===== src/rtl/mux_arb_pkg.sv =====
// Shared constants, state encoding and helpers for the 8-way mux-select arbiter.
package mux_arb_pkg;

  localparam int NUM_REQ = 8;
  localparam int SEL_W   = 3;

  typedef enum logic {
    IDLE  = 1'b0,
    OWNED = 1'b1
  } arb_state_t;

  // One-hot vector with only bit idx set.
  function automatic logic [NUM_REQ-1:0] onehot8(input logic [SEL_W-1:0] idx);
    logic [NUM_REQ-1:0] vec;
    vec      = '0;
    vec[idx] = 1'b1;
    return vec;
  endfunction

endpackage


===== src/rtl/rr_pick_8.sv =====
// Combinational rotating-priority picker: first set request at or after
// 'start' (wrapping), with one optional index masked out of the search.
module rr_pick_8
  import mux_arb_pkg::*;
(
  input  logic [NUM_REQ-1:0] req,
  input  logic [SEL_W-1:0]   start,
  input  logic               exclude_en,
  input  logic [SEL_W-1:0]   exclude_idx,
  output logic               found,
  output logic [SEL_W-1:0]   idx
);

  logic [NUM_REQ-1:0] masked;
  logic [NUM_REQ-1:0] rotated;
  logic [SEL_W-1:0]   offset;

  assign masked = req & ~(exclude_en ? onehot8(exclude_idx) : '0);

  // Rotate so that bit 0 of 'rotated' is the requester at 'start'.
  for (genvar gi = 0; gi < NUM_REQ; gi++) begin : g_rot
    logic [SEL_W-1:0] src;
    assign src         = start + SEL_W'(gi);
    assign rotated[gi] = masked[src];
  end

  // Lowest set bit of the rotated vector is the nearest requester after start.
  always_comb begin
    found  = 1'b0;
    offset = '0;
    for (int i = NUM_REQ - 1; i >= 0; i--) begin
      if (rotated[i]) begin
        found  = 1'b1;
        offset = SEL_W'(i);
      end
    end
  end

  assign idx = start + offset;

endmodule


===== src/rtl/mux_sel_rr_arbiter_8.sv =====
// Round-robin owner of the shared 8:1 single-bit mux. Grants are held until
// the owner releases, or until MAX_HOLD cycles have elapsed while someone
// else waits. All outputs are registered; select freezes while idle so the
// mux output does not glitch.
module mux_sel_rr_arbiter_8
  import mux_arb_pkg::*;
#(
  parameter int MAX_HOLD = 8
) (
  input  logic               clk,
  input  logic               reset,
  input  logic [NUM_REQ-1:0] req,
  output logic [NUM_REQ-1:0] grant,
  output logic [SEL_W-1:0]   select,
  output logic               busy
);

  // Counter only needs to reach MAX_HOLD-1; MAX_HOLD of 0 leaves it idle.
  localparam int HOLD_W = (MAX_HOLD > 1) ? $clog2(MAX_HOLD) : 1;
  localparam logic [HOLD_W-1:0] HOLD_LIMIT =
    (MAX_HOLD > 0) ? HOLD_W'(MAX_HOLD - 1) : '0;
  localparam bit HOLD_EN = (MAX_HOLD != 0);

  arb_state_t         state_reg,  state_next;
  logic [SEL_W-1:0]   owner_reg,  owner_next;
  logic [SEL_W-1:0]   ptr_reg,    ptr_next;
  logic [HOLD_W-1:0]  hold_reg,   hold_next;
  logic [NUM_REQ-1:0] grant_reg,  grant_next;
  logic [SEL_W-1:0]   select_reg, select_next;
  logic               busy_reg,   busy_next;

  logic               pick_found;
  logic [SEL_W-1:0]   pick_idx;
  logic               take_new;

  // While owned the owner is masked out, so pick_found means "someone else
  // is waiting" in both the forced-rotation and release cases.
  rr_pick_8 u_pick (
    .req         (req),
    .start       (ptr_reg + SEL_W'(1)),
    .exclude_en  (state_reg == OWNED),
    .exclude_idx (owner_reg),
    .found       (pick_found),
    .idx         (pick_idx)
  );

  // Next-state and next-output logic.
  always_comb begin
    state_next  = state_reg;
    owner_next  = owner_reg;
    ptr_next    = ptr_reg;
    hold_next   = hold_reg;
    grant_next  = grant_reg;
    select_next = select_reg;
    take_new    = 1'b0;

    unique case (state_reg)
      IDLE: begin
        if (pick_found) begin
          take_new = 1'b1;
        end
      end
      OWNED: begin
        if (req[owner_reg]) begin
          if (pick_found && HOLD_EN && (hold_reg == HOLD_LIMIT)) begin
            take_new = 1'b1;
          end else if (!pick_found) begin
            // Uncontended ownership never counts toward the hold limit.
            hold_next = '0;
          end else if (HOLD_EN && (hold_reg != HOLD_LIMIT)) begin
            hold_next = hold_reg + 1'b1;
          end
        end else if (pick_found) begin
          // Hand over on the same edge as the release: no bubble cycle.
          take_new = 1'b1;
        end else begin
          state_next = IDLE;
          grant_next = '0;
          hold_next  = '0;
        end
      end
      default: begin
        state_next = IDLE;
        grant_next = '0;
      end
    endcase

    if (take_new) begin
      state_next  = OWNED;
      owner_next  = pick_idx;
      ptr_next    = pick_idx;
      hold_next   = '0;
      grant_next  = onehot8(pick_idx);
      select_next = pick_idx;
    end

    busy_next = (state_next == OWNED);
  end

  // State and registered outputs; ptr resets to 7 so requester 0 wins first.
  always_ff @(posedge clk) begin
    if (reset) begin
      state_reg  <= IDLE;
      owner_reg  <= '0;
      ptr_reg    <= SEL_W'(NUM_REQ - 1);
      hold_reg   <= '0;
      grant_reg  <= '0;
      select_reg <= '0;
      busy_reg   <= 1'b0;
    end else begin
      state_reg  <= state_next;
      owner_reg  <= owner_next;
      ptr_reg    <= ptr_next;
      hold_reg   <= hold_next;
      grant_reg  <= grant_next;
      select_reg <= select_next;
      busy_reg   <= busy_next;
    end
  end

  assign grant  = grant_reg;
  assign select = select_reg;
  assign busy   = busy_reg;

endmodule


===== config.mk =====
export PLATFORM = sky130hd
export DESIGN_NAME = mux_sel_rr_arbiter_8
export DESIGN_NICKNAME = d
export VERILOG_FILES = /design/src/rtl/mux_arb_pkg.sv /design/src/rtl/rr_pick_8.sv /design/src/rtl/mux_sel_rr_arbiter_8.sv
export SDC_FILE = /design/constraint.sdc
export NUM_CORES = 1
export LEC_CHECK = 0
export BUFFER_PORTS_ARGS = -buffer_cell sky130_fd_sc_hd__buf_2
export CORE_UTILIZATION = 55
export CTS_CLUSTER_SIZE = 8
export DETAILED_ROUTE_END_ITERATION = 7
export HOLD_SLACK_MARGIN = 0.08
export PLACE_DENSITY_LB_ADDON = 0.15
export SETUP_SLACK_MARGIN = 0.02
export SLEW_MARGIN = 20
export SYNTH_ARGS = -nofsm -noshare
export SYNTH_HDL_FRONTEND = slang
export SYNTH_HIERARCHICAL = 1
export SYNTH_SLANG_ARGS = --single-unit
export TNS_END_PERCENT = 100

===== constraint.sdc =====
create_clock -name clk -period 5.91 [get_ports clk]
set_clock_uncertainty 0.15 [all_clocks]
set_input_delay 0.591 -clock clk [delete_from_list [all_inputs] [get_ports clk]]
set_output_delay 0.591 -clock clk [all_outputs]
set_load 0.005 [all_outputs]

* Word-level counts from Yosys, hierarchy flattened
Index checks and enable logic that the tools add are counted.
Storage, ports and cells: bits in latches 0, bits in writable memories 0, logic and storage cells 99, memory bits (read-only) 0, memories 0, flip-flop bits (word level) 18
Operators by class: shifts and indexed selects 0, div/mod/pow operators 0, order comparisons 12, $add $sub $neg 10, reductions and logical operators 7, bitwise operators 3, equality and inequality tests 7, multiplexer cells 55, multiply operators 0
Operators by type and width (count):
- $lt 3x4->1 const B | 10
- $mux 8 | 5
- $mux 3 | 13
- $bmux 1 s3 | 9
- $mux 1 | 25
- $add 3x3->3 const B | 4
- $add 3x1->3 const B | 3
- $and 8x8->8 | 1
- $not 8->8 | 1
- $add 3x2->3 const B | 2
- $demux 1 s3 | 2
- $ge 3x1->1 const B | 2
- $ne 2x1->1 const B | 2
- $ne 2x2->1 const B | 2
- $reduce_and 4->1 | 1
- $add 3x3->3 | 1
- $eq 3x3->1 const B | 1
- $logic_and 1x1->1 | 3
- $ne 3x1->1 const B | 1
- $ne 3x3->1 const B | 1
- $reduce_and 3->1 | 1
- $pmux 1 s2 | 1
- $reduce_bool 2->1 | 1
- $reduce_or 2->1 | 1
- $not 1->1 | 1

* Longest topological paths before layout
depth in word-level cells 23, mapped depth 18, gate-level depth less buffers 16

* By module
Netlist, hierarchy kept.
By module, submodules not included:
- mux_sel_rr_arbiter_8 | area an instance 912.1 um^2, sequential area each 360.3 um^2, times used 1, cells an instance 93
- rr_pick_8 | area an instance 784.5 um^2, sequential area each 0.0 um^2, times used 1, cells an instance 100

* Worst setup path after synthesis
No wires, ideal clock.
kind register to register, start point reg ptr_reg[0], end point reg grant_reg[1], in the netlist grant[1], path slack 1.721 ns, cell stages (with the launch flop) 19, arrival 3.946 ns, buffers on the path 2, setup time 0.092 ns, data required time 5.668 ns, cells stage by stage dfxtp_1 ha_1 buf_4 inv_1 ha_1 buf_4 xor2_1 a21oi_1 mux4_2 nand2b_1 a21oi_1 o311a_1 ha_1 inv_1 fa_1 xor2_1 xnor2_1 or2_2 o32ai_1
On the way: longest elaborated chain between the ends 18, elaborated cells between the ends (all ways) 56, those cells by class 9 x add/sub; 2 x order compare; 2 x eq/ne; 39 x mux; 4 x reduce/logical
Ends and longest elaborated chain:
- from (decl) | line mux_sel_rr_arbiter_8.sv:26 | logic [SEL_W-1:0] ptr_reg, ptr_next;
- from (signal assigned) | line mux_sel_rr_arbiter_8.sv:105 | ptr_reg <= SEL_W'(NUM_REQ - 1);
- from (signal assigned) | line mux_sel_rr_arbiter_8.sv:113 | ptr_reg <= ptr_next;
- $add 3x1->3 * | line mux_sel_rr_arbiter_8.sv:40 | .start (ptr_reg + SEL_W'(1)),
- $add 3x3->3 | line rr_pick_8.sv:23 | assign src = start + SEL_W'(gi);
- $bmux 1 s3 | line rr_pick_8.sv:24 | assign rotated[gi] = masked[src];
- $mux 1 (not written as such) | line rr_pick_8.sv:24
- $mux 3 (8 in series) | line rr_pick_8.sv:32 | if (rotated[i]) begin
- $add 3x3->3 * | line rr_pick_8.sv:39 | assign idx = start + offset;
- net pick_idx[2] | line mux_sel_rr_arbiter_8.sv:33 | logic [SEL_W-1:0] pick_idx;
- $lt 3x4->1 (not written as such) or $ge 3x1->1 (tied branches) | line mux_arb_pkg.sv:16 | vec[idx] = 1'b1;
- $logic_and 1x1->1 (not written as such) | line mux_arb_pkg.sv:16
- $mux 1 (not written as such) | line mux_arb_pkg.sv:16
- $demux 1 s3 * | line mux_arb_pkg.sv:16
- $mux 8 * | line mux_sel_rr_arbiter_8.sv:88 | if (take_new) begin
- to (signal assigned) | line mux_sel_rr_arbiter_8.sv:115 | grant_reg <= grant_next;
- to (decl) | line mux_sel_rr_arbiter_8.sv:28 | logic [NUM_REQ-1:0] grant_reg, grant_next;
Mark *: on every way through the listed nets, which the timed path passes. The rest lies on a longest branch. The select of a mux whose other input is x is not followed. A chain may end at the register's enable or synchronous reset.

* Final worst setup path
start point reg ptr_reg[1], end point reg grant_reg[5], in the netlist grant[5]
Same word-level chain as after synthesis.

==> key figures <==
Die
  • Die height: 57.5 µm
  • I/O pin count: 22
  • Width of the die: 57.5 µm
  • Initial core utilization: 60.0%
  • Die ar.: 0.00331 mm²
  • Count of standard-cell rows: 19
  • Core footprint: 0.00283 mm²

Clocking
  • Number of clock buffers inserted by TritonCTS: 3
  • Clock insertion delay at the later pin of the skew report: 290 ps
  • Maximum buffer depth of the clock tree: 2
  • Setup repair bufs after CTS: 0
  • Number of buffers inserted for hold repair after clock tree synthesis: 0
  • Clock tree from TritonCTS: done
  • Max H-tree Level: 1
  • Root Buffer Master: clkbuf_4
  • Total of cells resized after clock tree synthesis: 0
  • TritonCTS sink count: 18
  • Clock input transition at the sequential cells of the worst setup and hold paths: 100 ps

Worst setup path
  • Worst setup EP type: flop
  • Sort of element at the start of the critical path: flop
  • Type of the worst setup path: flop to flop
  • Crit-path max FO: 13
  • Required arrival time at the worst endpoint: 5960 ps
  • Arrival @ worst endpoint: 4990 ps

Drt
  • Routed wire length: 3880 µm
  • Average wire per cell in the routed design: 16.2 µm
  • DRC: 1
  • Post-DRT Antenna Nets: 0
  • Pre-antenna DRT Iters: 6
  • Total number of vias: 1545
  • Iteration-0 DRC Markers: 93
  • Ratio of routed vias to standard cells: 6.46

Place
  • Number of I/O port buffers: 21
  • Area post-placement: 0.00178 mm²
  • HPWL after detailed placement: 2950 µm
  • GPL Wtd Cong: 0.902

Timing
  • Relative slew margins: 48.4%
  • TNS Setup: 0 ps
  • Final-report hold violation count: 0
  • Measured slew at the worst slew-check pin: 771 ps
  • Final Cycle Share: 83.6%
  • RSZ-0062 raised after global routing: no
  • Max-slew violation total from the final report: 0
  • Max Clock Freq: 0.202 GHz
  • Min Tclk post-route: 4940 ps
  • Final setup fails: 0

Global route
  • Wire length of the first global-routing pass: 6550 µm
  • Pin count of the biggest net entering global routing: 17
  • Global-route met3 utilization: 1.13%
  • Sum of overflow across all layers after global routing: 0
  • Total global-route track usage: 25.0%
  • Number of antenna violations at the first check in global routing: 0
  • Grt peak-use layer: met2
  • Number of global-route vias before repair: 1501
  • Global Route met2 Usage: 42.7%
  • GRT met1 Usage: 31.9%

Synthesis
  • Net Count, Synth: 210
  • Flops & latches, synth: 18
  • Most common flop cell mapped by yosys: dfxtp_1
  • Number of synthesized flops with an enable pin: 0
  • Gate count of the mapped netlist: 193
  • Sequential fraction of the synthesis area: 21.2%
  • Yosys cell types: 43
  • YS warnings: 6
  • Mean post-synth cell area: 8.79 µm²
  • Post-synthesis cell area: 0.00170 mm²
  • Async set-or-reset flop fraction in the synthesized netlist: 0%

Cells and area
  • Layout Area Growth over Synthesis: 6.86%
  • Final-stage net count: 226
  • Fill cell count: 250
  • Share of final-layout standard cells stronger than drive strength 1: 20.7%
  • Post-route core utilization: 64.1%
  • Antenna diode count: 0
  • Number of flip-flops under the largest register name: 8
  • Final std cell area, no fill: 0.00181 mm²

Worst hold path
  • Class of the tightest hold or removal check: flop to flop

Outcome
  • Result of the run: finished with violations
  • Violations in the final reports: DRC

Flow run
  • Max Cap Violations: 0
-- critical path, cell delays in order, from the launching register on --
cell and delay (ps):
dfxtp_1 330, ha_1 690, inv_1 180, ha_1 640, xor2_1 380, a21oi_1 160
mux4_2 500, nand2b_1 90, a21oi_1 70, o311a_1 330, ha_1 180, inv_1 60
fa_1 170, xor2_1 70, xnor2_1 430, nand2b_1 130, o32ai_1 280
-- worst paths after layout --
kind	from	endpoint	slack, ps	depth (start not counted)
max	ptr_reg[1]	grant[5]	970	16
min	grant[3]	grant[3]	330	2
max reg2reg	ptr_reg[1]	grant[5]	970	16
min reg2reg	grant[3]	grant[3]	330	2
-- routing by layer --
| metal | vias to the layer above | wire length [µm] |
|---|---|---|
| met1 | 736 | 1740 |
| met5 | - | 0 |
| met2 | 42 | 1850 |
| met4 | 0 | 126 |
| li1 | 756 | - |
| met3 | 11 | 163 |
-- cells in the final DEF, fill, tap and decap left out, types with 4 or more instances in the layout --
cell type / n
o22ai_1: 7
or2_2: 4
o211ai_1: 6
buf_2: 21
nor2b_1: 4
mux2i_1: 23
dfxtp_1: 18
a21oi_1: 17
nand2_1: 19
o32ai_1: 8
nand2b_1: 5
mux2_2: 6
nor2_1: 7
nor3_1: 4
xnor2_1: 5
inv_1: 8
xor2_1: 5
ha_1: 6
-- cells in the mapped netlist, types with 3 or more instances --
master,count,share of area (%)
mux2i_1,23,14
nand2_1,19,4.2
dfxtp_1,18,21
a21oi_1,17,5.0
inv_1,8,1.8
o32ai_1,8,4.1
nor2_1,7,1.5
o22ai_1,7,2.6
ha_1,6,4.4
mux2_2,6,4.0
o211ai_1,6,2.7
nand2b_1,5,1.8
xnor2_1,5,2.6
xor2_1,5,2.6
nor2b_1,4,1.5
nor3_1,4,1.2
or2_2,4,1.5
a21o_1,3,1.3
buf_2,3,0.88
clkbuf_1,3,0.66
mux4_2,3,4.0
o21ai_0,3,0.88
-- final cells by class --
class / count / area (µm²) / area share (%)
inverter: 8 / 30.0 / 1.66
multi-input combinational: 157 / 1240 / 68.5
clock buffer: 4 / 36.3 / 2.00
tap: 31 / 38.8 / 2.14
timing repair buffer: 21 / 105 / 5.80
sequential: 18 / 360 / 19.9
-- kinds of logic (layout without fill, tap and decap cells) --
| logic type | count (synthesis) | in the layout | share of synthesized area (%) |
|---|---|---|---|
| AOI/OAI and AO/OA | 57 | 57 | 23.4 |
| muxes | 34 | 34 | 24.0 |
| and+or+nand+nor | 48 | 48 | 14.2 |
| buffers and inverters | 18 | 33 | 5.53 |
| adders and majority gates | 7 | 7 | 5.60 |
| DFF | 18 | 18 | 21.2 |
| xor gates and xnor gates | 11 | 11 | 6.12 |
-- per-stage QoR --
| step | hold slack (ps) | setup WS [ps] | std cells |
|---|---|---|---|
| CTS | 331 | 967 | 239 |
| global route | 349 | 633 | 239 |
| finish | 329 | 971 | 239 |
| floorplan | 315 | 1720 | 193 |
| global placement | 308 | 1200 | 235 |
| detailed placement | 311 | 1040 | 235 |
Power is left out: the tool's default activity adds up to more than one toggle a clock period on the data nets, which glitch-free logic cannot reach.
